<file path="src/rtl/ct_accum.sv">
// Slot-wise modular accumulator for ciphertext terms: sums (A,B) pairs mod Q over a
// stream of terms ending at in_last, then holds the result until the consumer takes it.
module ct_accum #(
  parameter int unsigned N     = 4,
  parameter int unsigned W     = 8,
  parameter int unsigned Q     = 17,
  parameter int unsigned CNT_W = 16
) (
  input  logic                         clk,
  input  logic                         rst,
  input  logic                         in_valid,
  output logic                         in_ready,
  input  logic [1:0][N-1:0][W-1:0]     in_ct,
  input  logic                         in_last,
  output logic                         out_valid,
  input  logic                         out_ready,
  output logic [1:0][N-1:0][W-1:0]     out_ct,
  output logic [CNT_W-1:0]             out_count
);

  // in_ct[0] / out_ct[0] carry the A polynomial, index 1 carries B.
  typedef logic [1:0][N-1:0][W-1:0] ct_t;

  typedef enum logic [1:0] {
    S_IDLE = 2'd0,
    S_ACC  = 2'd1,
    S_DONE = 2'd2
  } state_e;

  localparam logic [W-1:0] QN = W'(Q);
  localparam logic [W:0]   QS = {1'b0, QN};

  state_e           state_q, state_d;
  ct_t              acc_q, acc_d;
  logic [CNT_W-1:0] cnt_q, cnt_d;
  logic             accept;

  function automatic logic [W-1:0] red_w(input logic [W-1:0] x);
    return (x >= QN) ? (x - QN) : x;
  endfunction

  // Sum kept at W+1 bits so a+b never truncates before the conditional subtract.
  function automatic logic [W-1:0] addq_w(input logic [W-1:0] a, input logic [W-1:0] b);
    logic [W:0] s;
    s = {1'b0, a} + {1'b0, b};
    if (s >= QS) s = s - QS;
    return s[W-1:0];
  endfunction

  function automatic ct_t red_ct(input ct_t x);
    ct_t r;
    for (int unsigned h = 0; h < 2; h++)
      for (int unsigned i = 0; i < N; i++)
        r[h][i] = red_w(x[h][i]);
    return r;
  endfunction

  function automatic ct_t addq_ct(input ct_t a, input ct_t b);
    ct_t r;
    for (int unsigned h = 0; h < 2; h++)
      for (int unsigned i = 0; i < N; i++)
        r[h][i] = addq_w(a[h][i], b[h][i]);
    return r;
  endfunction

  assign in_ready  = (state_q != S_DONE);
  assign out_valid = (state_q == S_DONE);
  assign out_ct    = acc_q;
  assign out_count = cnt_q;
  assign accept    = in_valid && in_ready;

  always_comb begin
    state_d = state_q;
    acc_d   = acc_q;
    cnt_d   = cnt_q;
    unique case (state_q)
      S_IDLE: begin
        if (accept) begin
          acc_d   = red_ct(in_ct);
          cnt_d   = CNT_W'(1);
          state_d = in_last ? S_DONE : S_ACC;
        end
      end
      S_ACC: begin
        if (accept) begin
          acc_d   = addq_ct(acc_q, red_ct(in_ct));
          cnt_d   = (cnt_q == '1) ? cnt_q : cnt_q + CNT_W'(1);
          state_d = in_last ? S_DONE : S_ACC;
        end
      end
      S_DONE: begin
        if (out_ready) begin
          acc_d   = '0;
          cnt_d   = '0;
          state_d = S_IDLE;
        end
      end
      default: begin
        acc_d   = '0;
        cnt_d   = '0;
        state_d = S_IDLE;
      end
    endcase
  end

  always_ff @(posedge clk) begin
    if (rst) begin
      state_q <= S_IDLE;
      acc_q   <= '0;
      cnt_q   <= '0;
    end else begin
      state_q <= state_d;
      acc_q   <= acc_d;
      cnt_q   <= cnt_d;
    end
  end

endmodule

</file>
<file path="config.mk">
export PLATFORM = sky130hd
export DESIGN_NAME = ct_accum
export DESIGN_NICKNAME = d
export VERILOG_FILES = /design/src/rtl/ct_accum.sv
export SDC_FILE = /design/constraint.sdc
export NUM_CORES = 1
export LEC_CHECK = 0
export ABC_AREA = 1
export CAP_MARGIN = 40
export CORE_ASPECT_RATIO = 1.25
export CORE_UTILIZATION = 50
export CTS_CLUSTER_SIZE = 8
export DETAILED_ROUTE_END_ITERATION = 16
export GPL_ROUTABILITY_DRIVEN = 0
export PLACE_DENSITY = 0.75
export SYNTH_ARGS = -nofsm -noshare
export SYNTH_HDL_FRONTEND = slang
export SYNTH_SLANG_ARGS = --single-unit
</file>
<file path="constraint.sdc">
create_clock -name clk -period 4.15 [get_ports clk]
set_clock_uncertainty 0.1 [all_clocks]
set_input_delay 0.83 -clock clk [delete_from_list [all_inputs] [get_ports clk]]
set_output_delay 0.83 -clock clk [all_outputs]
set_load 0.005 [all_outputs]
</file>
==> key figures <==
Power
  – Seq pwr share: 19.8%
  – Sw Ratio: 43.6%
  – Sw Pwr: 2070 µW
  – Clock share of power: 18.1%
  – Internal power: 2680 µW
  – Design Power: 4750 µW
  – P_leak: 0.00752 µW
  – Comb pwr share: 62.1%
  – Peak VDD IR: 0.210 mV
  – Pwr/cell area: 326 mW/mm²

Drt
  – ANT nets after route: 0
  – DRC violations left: 0
  – First-pass DRT Iterations: 5
  – Vias/cell: 5.21
  – Via Count: 12,430
  – Routed len/inst: 13.1 µm
  – Detailed Route Iter0 Violations: 584
  – WL final: 31.2 mm

Layout
  – Final net count: 2,294
  – Share of post-route cells with drive strength above 1: 20.2%
  – Area of the multi-input gates: 0.00793 mm²
  – Syn-to-layout area delta: 44.2%
  – Fillers: 1,631
  – Antenna Cells: 0
  – Final core occ: 74.3%
  – FF+latch area: 0.00164 mm²
  – Post-route cell area: 0.0146 mm²

Timing
  – Peak Freq: 251 MHz
  – Slew Limit Fails: 0
  – Final Hold Viols: 0
  – Crit share post-route: 96.1%
  – Final Critical Period: 3.99 ns
  – Slew HR: 43.4%
  – Final WS setup: 0.162 ns
  – Setup total negative slack: 0 ns
  – RSZ-0062 raised after global routing: true
  – Setup violators final: 0
  – Worst-margin pin slew: 0.847 ns

Placement
  – Place WS: -0.334 ns
  – Dpl hpwl: 22.8 mm
  – PortBufs: 150
  – Dpl cell area: 0.0135 mm²

Logic synthesis
  – Sequential-to-total area share from yosys stat: 16.3%
  – Dominant cell type by area after synthesis: nand2_1
  – Mapped Area: 0.0101 mm²
  – Predominant post-synthesis flop cell: dfxtp_1
  – Asr flop ratio synth: 0%
  – Netlist cell types: 44
  – Avg Cell Area, Syn: 5.83 µm²
  – Top-area cell type share of the netlist area: 21.9%
  – Largest cells by area after synthesis: nand2_1 22%, dfxtp_1 16%, ha_1 13%
  – Post-Syn Instances: 1,733
  – Post-synthesis register bit count: 82
  – Count leader, synth: nand2_1
  – Net count of the mapped netlist: 1,913
  – Ys Warns: 0
  – Post-synth EDFFs: 0
  – Post-synth top cells: 589 x nand2_1, 239 x inv_1, 159 x nand3_1

Floorplan
  – Core ar.: 0.0196 mm²
  – Die area: 0.0208 mm²
  – Floorplan die height: 161 µm
  – I/O Pins: 151
  – Die extent in x: 129 µm
  – Starting Density: 51.5%
  – Cell row count: 57

Job
  – Max-cap viol count: 0

Status
  – Status: completed

Worst hold path
  – Worst Hold Class: reg2reg
  – Worst Hold End: out_count[4]
  – Hold path cells: 2
  – Worst hold start: out_count[4]

Clocking
  – Worst-Skew Late Latency: 0.37 ns
  – CTS tree: yes
  – CTS max path bufs: 2
  – CTS H-tree depth: 3
  – CTS buffer count: 9
  – Clock Tree Root: clkbuf_16
  – Worst-path clk slew: 0.07 ns
  – CTS Sinks: 82

Global routing
  – Gr ovfl total: 0
  – Antenna violations before repair: 0
  – Met3 Use GR: 4.53%
  – Pin count of the biggest net entering global routing: 60
  – M1 GR Usage: 32.6%
  – GRT Util Overall: 29.0%
  – Vias in the first global route: 11,593
  – Gr busiest metal: met2
  – First-pass GRT wire length: 49.9 mm
  – M2 GR Usage: 53.9%

Critical path
  – Setup Crit Path Kind: in2reg
  – Critical R2R Capture: out_ct[43]
  – CP startpoint kind: primary input
  – Critical path endpoint category: flop
  – Arr. time, crit path: 4.18 ns
  – Critical path data required time: 4.34 ns
  – R2R setup slack: 1.48 ns
  – Reg2reg start: out_ct[40]
  – Critical path origin: in_ct[17]
  – CP Max Fanout: 5
  – R2r worst-path depth: 18
-- sequential cells by signal, summed over array words and instances (netlist names) --
name,count
out_count,16
state_q,2
out_ct,64
-- what timing repair did --
action / in CTS / in global routing
hold buffers: 0 / 0
setup buffers: 0 / 25
setup endpoints to repair: 0 / 62
gates resized for setup: 0 / 161
-- per-stage QoR --
stage          instances  hold WS, ns
2_1_floorplan       1733        0.353
3_3_place_gp        2341        0.352
3_5_place_dp        2341        0.358
4_1_cts             2357        0.369
5_1_grt             2384        0.402
6_report            2384        0.365
-- worst max-delay path, stage by stage --
cell and delay [ns]:
clkdlybuf4s50_1 0.48, inv_1 0.06, ha_1 0.18, nand3_1 0.08, nand3_1 0.14, nor2_4 0.17, xor2_1 0.08, inv_1 0.08
ha_2 0.18, inv_1 0.06, fa_2 0.60, nand2_1 0.08, nor2_2 0.13, nand2_1 0.10, nand2_2 0.08, nand2_2 0.07
nor2_4 0.18, buf_6 0.12, nand3_1 0.06, nand2_1 0.08, nand2_1 0.05, nand2_1 0.07, nand2_1 0.05, a21oi_1 0.15
-- worst max path at each step --
stage | cells past startpoint | slack (ns) | to
after global placement | 25 | -0.25 | out_ct[35]
after global routing | 25 | -0.09 | out_ct[23]
final | 24 | 0.16 | out_ct[18]
after detailed placement | 25 | -0.33 | out_ct[3]
after CTS | 25 | 0.02 | out_ct[3]
after floorplan | 26 | 0.39 | out_ct[50]
-- logic make-up (layout without fill, tap and decap cells) --
| group | count (synthesis) | after routing | share of synthesized area (%) |
|---|---|---|---|
| multiplexers | 2 | 2 | 0.198 |
| adder cells (fa/ha/maj) | 111 | 111 | 14.3 |
| flip-flops | 82 | 82 | 16.3 |
| XOR/XNOR | 68 | 68 | 6.04 |
| AND/OR/NAND/NOR | 953 | 955 | 40.0 |
| AO/OA/AOI/OAI | 239 | 239 | 12.7 |
| buffers and inverters | 278 | 662 | 10.4 |
-- layout by cell type (no fill, tap or decap), types with 52 or more instances in the layout --
cell type	n
a21oi_1	117
ha_1	85
nand3_1	150
buf_4	246
clkdlybuf4s50_1	143
nand2_1	556
nor2_1	87
o21ai_0	52
inv_1	230
dfxtp_1	82
-- power by group through the flow --
stage / clock, µW / sequential (µW) / combinational, µW
floorplan: 0 / 939 / 1570
global placement: 0 / 951 / 2570
detailed placement: 0 / 953 / 2650
CTS: 868 / 936 / 2670
global route: 903 / 949 / 3270
finish: 861 / 940 / 2950
-- routing by layer --
layer / part of all wire, % / vias up
met4: 2.7 / 0
li1: - / 6342
met1: 40 / 5684
met5: 0 / -
met3: 5.2 / 85
met2: 52 / 319
-- final cells by class --
| cell class | instances | area share, % |
|---|---|---|
| multi-input cells | 1375 | 54.5 |
| repair buffers | 402 | 23.6 |
| flip-flops and latches | 82 | 11.3 |
| inverters | 244 | 6.31 |
| well taps | 265 | 2.28 |
| clock buffers | 9 | 1.55 |
| clock inverters | 7 | 0.558 |
No activity file was read; power rests on OpenSTA's default activity.
